===== config.mk =====
export PLATFORM = sky130hd
export DESIGN_NAME = debounce_edge_amisha
export DESIGN_NICKNAME = d
export VERILOG_FILES = /design/src/rtl/debounce_edge_amisha_pkg.sv /design/src/rtl/debounce_edge_amisha.sv
export SDC_FILE = /design/constraint.sdc
export NUM_CORES = 1
export LEC_CHECK = 0
export ABC_AREA = 1
export CAP_MARGIN = 20
export CORE_AREA = 2 2 48 50
export CTS_CLUSTER_SIZE = 24
export DETAILED_ROUTE_END_ITERATION = 10
export DIE_AREA = 0 0 50 52
export HOLD_SLACK_MARGIN = 0.15
export PLACE_DENSITY = 0.76
export SETUP_SLACK_MARGIN = 0.3
export SYNTH_ARGS = -nofsm -noshare
export SYNTH_HDL_FRONTEND = slang
export SYNTH_SLANG_ARGS = --single-unit
export TNS_END_PERCENT = 100

===== constraint.sdc =====
create_clock -name clk_amisha -period 1.34 [get_ports clk_amisha]
set_clock_uncertainty 0.1 [all_clocks]
set_input_delay 0.201 -clock clk_amisha [delete_from_list [all_inputs] [get_ports clk_amisha]]
set_output_delay 0.201 -clock clk_amisha [all_outputs]
set_load 0.02 [all_outputs]

===== src/rtl/debounce_edge_amisha_pkg.sv =====
// Shared definitions for the debounce / edge-detect block.
// Latency: n/a (constants and an elaboration-time helper only).
// Backpressure: n/a.
//
// Contents:
//   IDLE_LOW / WAIT_HIGH / IDLE_HIGH / WAIT_LOW : 2-bit FSM state encoding
//   cnt_width()                                 : minimum stability-counter width
package debounce_pkg_amisha;

  // Bit 0 set marks the two WAIT states; bit 1 is the level being held or left.
  localparam logic [1:0] IDLE_LOW  = 2'b00;
  localparam logic [1:0] WAIT_HIGH = 2'b01;
  localparam logic [1:0] IDLE_HIGH = 2'b10;
  localparam logic [1:0] WAIT_LOW  = 2'b11;

  // Smallest width w with 2^w > stable_cycles - 1, so the counter can reach
  // its terminal value stable_cycles - 1 without overflowing.
  function automatic int cnt_width(input int stable_cycles);
    int w;
    w = 1;
    while ((1 << w) <= (stable_cycles - 1)) begin
      w = w + 1;
    end
    return w;
  endfunction

endpackage


===== src/rtl/debounce_edge_amisha.sv =====
// Debounces a registered single-bit level; emits clean level, rise/fall pulses, rise count.
// Latency: output changes on the STABLE_CYCLES-th consecutive edge sampling the new level.
// Backpressure: none; the block samples every cycle and its outputs are never stalled.
//
// Ports:
//   clk_amisha      in   clock, all state updates on rising edge
//   rst_n_amisha    in   asynchronous active-low reset
//   din_amisha      in   raw level, already registered into clk_amisha
//   db_out_amisha   out  debounced level
//   rise_amisha     out  one-cycle pulse on an accepted 0->1 transition
//   fall_amisha     out  one-cycle pulse on an accepted 1->0 transition
//   busy_amisha     out  high while a candidate transition is being timed
//   evt_cnt_amisha  out  wrapping count of accepted rising edges
module debounce_edge_amisha
  import debounce_pkg_amisha::*;
#(
  parameter int STABLE_CYCLES = 16,
  parameter int CNT_W         = 5,
  parameter int EVT_W         = 8,
  parameter bit RESET_LEVEL   = 1'b0
) (
  input  logic             clk_amisha,
  input  logic             rst_n_amisha,
  input  logic             din_amisha,
  output logic             db_out_amisha,
  output logic             rise_amisha,
  output logic             fall_amisha,
  output logic             busy_amisha,
  output logic [EVT_W-1:0] evt_cnt_amisha
);

  localparam logic [1:0]       RESET_STATE = RESET_LEVEL ? IDLE_HIGH : IDLE_LOW;
  localparam logic [CNT_W-1:0] CNT_ONE     = CNT_W'(1);
  localparam logic [CNT_W-1:0] CNT_LAST    = CNT_W'(STABLE_CYCLES - 1);
  localparam logic [EVT_W-1:0] EVT_ONE     = EVT_W'(1);

  logic [1:0]       state;
  logic [1:0]       state_nxt;
  logic [CNT_W-1:0] cnt;
  logic [CNT_W-1:0] cnt_nxt;
  logic             accept_rise;
  logic             accept_fall;

  // State and stability counter.
  always_ff @(posedge clk_amisha or negedge rst_n_amisha) begin
    if (!rst_n_amisha) begin
      state <= RESET_STATE;
      cnt   <= '0;
    end else begin
      state <= state_nxt;
      cnt   <= cnt_nxt;
    end
  end

  // Next state. The first edge sampling the new level counts as one, so the
  // STABLE_CYCLES-th such edge is the one that sees cnt == STABLE_CYCLES - 1.
  always_comb begin
    state_nxt   = state;
    cnt_nxt     = '0;
    accept_rise = 1'b0;
    accept_fall = 1'b0;
    case (state)
      IDLE_LOW: begin
        if (din_amisha) begin
          state_nxt = WAIT_HIGH;
          cnt_nxt   = CNT_ONE;
        end
      end
      WAIT_HIGH: begin
        if (!din_amisha) begin
          state_nxt = IDLE_LOW;
        end else if (cnt == CNT_LAST) begin
          state_nxt   = IDLE_HIGH;
          accept_rise = 1'b1;
        end else begin
          cnt_nxt = cnt + CNT_ONE;
        end
      end
      IDLE_HIGH: begin
        if (!din_amisha) begin
          state_nxt = WAIT_LOW;
          cnt_nxt   = CNT_ONE;
        end
      end
      WAIT_LOW: begin
        if (din_amisha) begin
          state_nxt = IDLE_HIGH;
        end else if (cnt == CNT_LAST) begin
          state_nxt   = IDLE_LOW;
          accept_fall = 1'b1;
        end else begin
          cnt_nxt = cnt + CNT_ONE;
        end
      end
      default: begin
        state_nxt = RESET_STATE;
      end
    endcase
  end

  // Registered outputs, all updated on the same edge as the state register so
  // db_out and its pulse line up with the accepting transition.
  always_ff @(posedge clk_amisha or negedge rst_n_amisha) begin
    if (!rst_n_amisha) begin
      db_out_amisha  <= RESET_LEVEL;
      rise_amisha    <= 1'b0;
      fall_amisha    <= 1'b0;
      busy_amisha    <= 1'b0;
      evt_cnt_amisha <= '0;
    end else begin
      rise_amisha <= accept_rise;
      fall_amisha <= accept_fall;
      busy_amisha <= (state_nxt == WAIT_HIGH) || (state_nxt == WAIT_LOW);
      if (accept_rise) begin
        db_out_amisha  <= 1'b1;
        evt_cnt_amisha <= evt_cnt_amisha + EVT_ONE;
      end else if (accept_fall) begin
        db_out_amisha <= 1'b0;
      end
    end
  end

endmodule


======== Yosys cells after proc, flatten, opt, wreduce, memory -nomap -nowiden ========
Cells that the tools add are included.
storage, ports and cells
  output and inout bits ................... 12
  register bits ........................... 19
  input bits .............................. 3
operators by class
  multiplexer cells ....................... 20
  equality and inequality tests ........... 6
  reduce and logical (&&, ||, !) cells .... 3
  add/subtract/negate cells ............... 2
operator list
  cell                   count
  $pmux W5 S4            1
  $mux W5                3
  $mux W2                6
  $mux W1                9
  $add A8 B1 Y8 const B  1
  $pmux W2 S4            1
  $eq A2 B2 Y1 const B   3
  $add A5 B1 Y5 const B  1
  $eq A5 B4 Y1 const B   1
  $eq A2 B1 Y1 const B   2
  $logic_not A2 Y1       1
  $reduce_bool A2 Y1     1
  $logic_or A1 B1 Y1     1

======== Depth between registers and ports, before layout ========
  word-level depth ........................ 6
  gate-level depth with buffers ........... 7
  mapped depth without buffers ............ 7

======== Worst setup path before layout ========
Ideal clock, no wire load.
  path type ............................... register -> register
  start ................................... register evt_cnt_amisha[0]
  end ..................................... register evt_cnt_amisha[6]
  required time ........................... 1.124 ns
  stages on the path, launching flop included .. 7
  setup time .............................. 0.116 ns
  path slack .............................. -0.010 ns
  arrival ................................. 1.134 ns
  period minus slack after synthesis ...... 1.350 ns
  path through ............................ dfrtp_1 > ha_1 > nand3_1 > o21ai_0 > nand2_1 > nand2_1 > nand2_1
between the ends
  longest elaborated chain between the ends .. 1
RTL lines
  element                 line                         text
  from (decl)             debounce_edge_amisha.sv:29   output logic [EVT_W-1:0] evt_cnt_amisha
  from (signal assigned)  debounce_edge_amisha.sv:116  evt_cnt_amisha <= evt_cnt_amisha + EVT_ONE;
  $add A8 B1 Y8           debounce_edge_amisha.sv:116
No other way between the ends.
A chain may end at the register's enable or synchronous reset.

======== Final worst setup path ========
  start ................................... register cnt[1]
  end ..................................... register evt_cnt_amisha[7]
between the ends
  longest elaborated chain between the ends .. 4
RTL lines
  element                 line                        text
  from (decl)             debounce_edge_amisha.sv:39  logic [CNT_W-1:0] cnt;
  from (signal assigned)  debounce_edge_amisha.sv:51  cnt <= cnt_nxt;
  $eq A5 B4 Y1            debounce_edge_amisha.sv:72  end else if (cnt == CNT_LAST) begin
  $mux W1                 debounce_edge_amisha.sv:72
  $mux W1                 debounce_edge_amisha.sv:70  if (!din_amisha) begin
  $mux W1                 debounce_edge_amisha.sv:62  case (state)
  via accept_rise         debounce_edge_amisha.sv:41  logic accept_rise;
The timed path passes the listed nets, and every way through them passes these cells.

==> summary.txt <==
STA
  • Final Hold Vio Count: 0
  • Slew Limit Headroom: 83.6%
  • Setup tns final: 0 ns
  • Hold slack final: 0.129 ns
  • Worst-margin pin slew: 0.246 ns
  • Max Slew Vio Count: 0
  • RSZ-0062 raised after global routing: yes
  • FMAX: 0.754 GHz
  • Number of setup violations in the final report: 0
  • Final Critical Period: 1.33 ns
  • Period utilization: 99.0%

GRT
  • Initial antenna violation count: 0
  • M1 GR Usage: 19.0%
  • Largest net degree at the start of global routing: 20
  • GR peak layer: met2
  • Number of global-route vias before repair: 772
  • Met3 GRT Util: 2.59%
  • First-pass GRT wire length: 3.31 mm
  • GRT Residual Overflow: 0
  • GRT Util Overall: 16.8%
  • Met2 usage: 32.0%

Floorplanning
  • Initial Utilization: 43.6%
  • Core Area: 2110 sq um
  • Die X: 50 um
  • Die Height: 52 um
  • Rows: 17
  • Die ar.: 2600 sq um
  • IO Pins: 15

Layout
  • Most frequent cells in the layout: 38 x nand2_1, 16 x dfrtp_1, 13 x buf_6, 13 x buf_4, 12 x inv_1
  • Final #Nets: 142
  • Antenna diode count: 0
  • Layout cell share with drive strength beyond 1: 33.1%
  • Syn-to-layout area delta: 39.7%
  • Finished Layout Cells: 164
  • Commonest non-fill, non-tap cell in the layout: nand2_1

Drt
  • Vias per cell: 4.65
  • Initial DRC count: 12
  • DRT Wirelength: 1.88 mm
  • Antenna-violating nets left: 0
  • DR WL/cell: 11.5 um
  • Routed via count: 763
  • DRC: 0
  • Drt first pass iters: 4

Worst hold path
  • Hold Path Class: input pin to async pin

Power
  • Sequential power share: 64.4%
  • Combinational Power Share: 5.1%
  • Clock power frac: 30.5%
  • Max IR drop VDD: 0.446 mV
  • Leakage: 0.652 nW
  • Net Sw Frac: 21.6%
  • Switching power of the nets: 0.197 mW
  • Int Pwr: 0.716 mW
  • Pwr dens: 713 nW/um^2

Status
  • Status: finished, final reports clean

Yosys
  • Multiplexer share of the synthesized area: 0%
  • Simple-Gate Fraction of Synth Area: 32.6%
  • Post-synth top area share: 51.8%
  • Avg Cell Area, Syn: 8.82 sq um
  • Mapped Nets: 109
  • Post-synthesis compound-gate area fraction: 2.73%
  • Cells taking the most area after synthesis: dfrtp_1 52%, nand2_1 16%, inv_1 4.9%
  • Syn Inst Count: 104
  • Sequential element share of the synthesized area: 51.8%
  • Register bit count reported by yosys: 19
  • Synth area leader: dfrtp_1
  • Largest family of logic cells by synthesized area: simple AND/OR/NAND/NOR gates
  • Total number of yosys warnings: 0
  • Synth Area in Adders: 2.73%
  • Post-synthesis xor/xnor area fraction: 4.77%
  • Synthesized area: 917 sq um
  • Yosys cell types: 17

Setup path
  • Worst path arrival time: 1.46 ns
  • Crit Path Class: register to register
  • Worst Path Required: 1.47 ns
  • Slowest cell on crit path: dfrtp_1
  • Buf+Inv Stages, Crit Path: 0
  • CP startpoint: cnt[1]
  • Crit. End Element: register
  • Delay-heaviest family, CP: simple AND/OR/NAND/NOR gates
  • Crit path cell chain: ha_4 -> nand2_2 -> nor2_4 -> nand3_4 -> nor2_8 -> nand2_1 -> nand2_1
  • Setup crit start kind: register
  • Crit-path most repeated cell: nand2_1
  • Worst r2r src: cnt[1]
  • CP Max Fanout: 8
  • Largest stage delay, worst path: 0.41 ns

Flow run
  • Max Cap Viol: 0

CTS
  • # H-tree levels: 1
  • Cts bufs inserted: 3
  • Sink Count: 19
  • Clock Latency Late Sink: 0.29 ns
  • Deepest clock path buffer count: 2
  • CTS tree: yes
  • Clock-pin slew on the worst setup and hold paths: 0.10 ns
  • CTS root buf: clkbuf_4

Placed design
  • Port Buffer Count: 14
  • Placer Congestion: 0.779
  • Placed Cells: 155
  • HPWL Detailed: 1.41 mm
[power by group through the flow]
| stage | logic [mW] | clock network [mW] | registers, mW |
|---|---|---|---|
| finish | 0.0467 | 0.279 | 0.588 |
| detailed placement | 0.0434 | 0 | 0.600 |
| global placement | 0.0416 | 0 | 0.599 |
| floorplan | 0.0145 | 0 | 0.601 |
| CTS | 0.0482 | 0.291 | 0.588 |
| global route | 0.0534 | 0.322 | 0.589 |
[area by class of cell]
| type | instances | area (sq um) |
|---|---|---|
| clock buffers | 4 | 26.3 |
| fillers | 182 | 825 |
| inverters | 13 | 48.8 |
| multi-input cells | 72 | 428 |
| flip-flops and latches | 19 | 479 |
| well taps | 28 | 35.0 |
| repair buffers | 28 | 264 |
[layer usage]
layer	vias up	routed length (um)
met4	0	19
met5	-	0
met2	18	999
met3	2	86
li1	383	-
met1	360	774
[flip-flops by register name (all words and copies together), names as in the netlist]
register,cells
busy_amisha,1
cnt,5
db_out_amisha,1
evt_cnt_amisha,8
fall_amisha,1
rise_amisha,1
state,2
[cell usage after synthesis]
| cell | number |
|---|---|
| dfrtp_1 | 19 |
| nor2_8 | 1 |
| xnor2_1 | 3 |
| o21ai_0 | 1 |
| inv_1 | 12 |
| ha_1 | 2 |
| a21oi_1 | 2 |
| nand2_1 | 39 |
| nor3_1 | 3 |
| inv_2 | 1 |
| nor2_4 | 2 |
| o21ai_1 | 2 |
| xor2_1 | 2 |
| nor2_1 | 6 |
| nand3_4 | 2 |
| nand3_1 | 5 |
| nand2_2 | 2 |
[metrics by stage]
| step | utilization (%) | cell area (sq um) | power (mW) | setup slack [ns] |
|---|---|---|---|---|
| finish | 60.8 | 1280 | 0.913 | 0.0132 |
| detailed placement | 56.7 | 1190 | 0.643 | -0.0720 |
| floorplan | - | 951 | 0.615 | 0.128 |
| global placement | 56.7 | 1190 | 0.641 | -0.0354 |
| CTS | 59.4 | 1250 | 0.927 | -0.00219 |
| global route | 60.8 | 1280 | 0.964 | -0.0752 |
[worst paths after layout]
check,endpoint,slack [ns],cells after the start
max reg2reg,evt_cnt_amisha[7],0.01,7
min,cnt[3],0.13,2
min reg2reg,state[1],0.46,2
max in group asynchronous,evt_cnt_amisha[2],0.80,2
min in group clk_amisha,state[1],0.41,3
max,evt_cnt_amisha[7],0.01,7
[cell families after synthesis]
| logic type | Yosys count |
|---|---|
| fa+ha+maj | 2 |
| compound gates | 5 |
| xor+xnor | 5 |
| buf+inv | 13 |
| simple gates | 60 |
| flops | 19 |
[timing repair]
action / 4_1_cts / 5_1_grt
hold endpoints to repair: 19 / 19
resized for setup: 70 / 5
setup buffers: 3 / 2
endpoints found under the setup margin: 30 / 31
pin swaps: 7 / 2
Power figures use the tool's default switching activity.
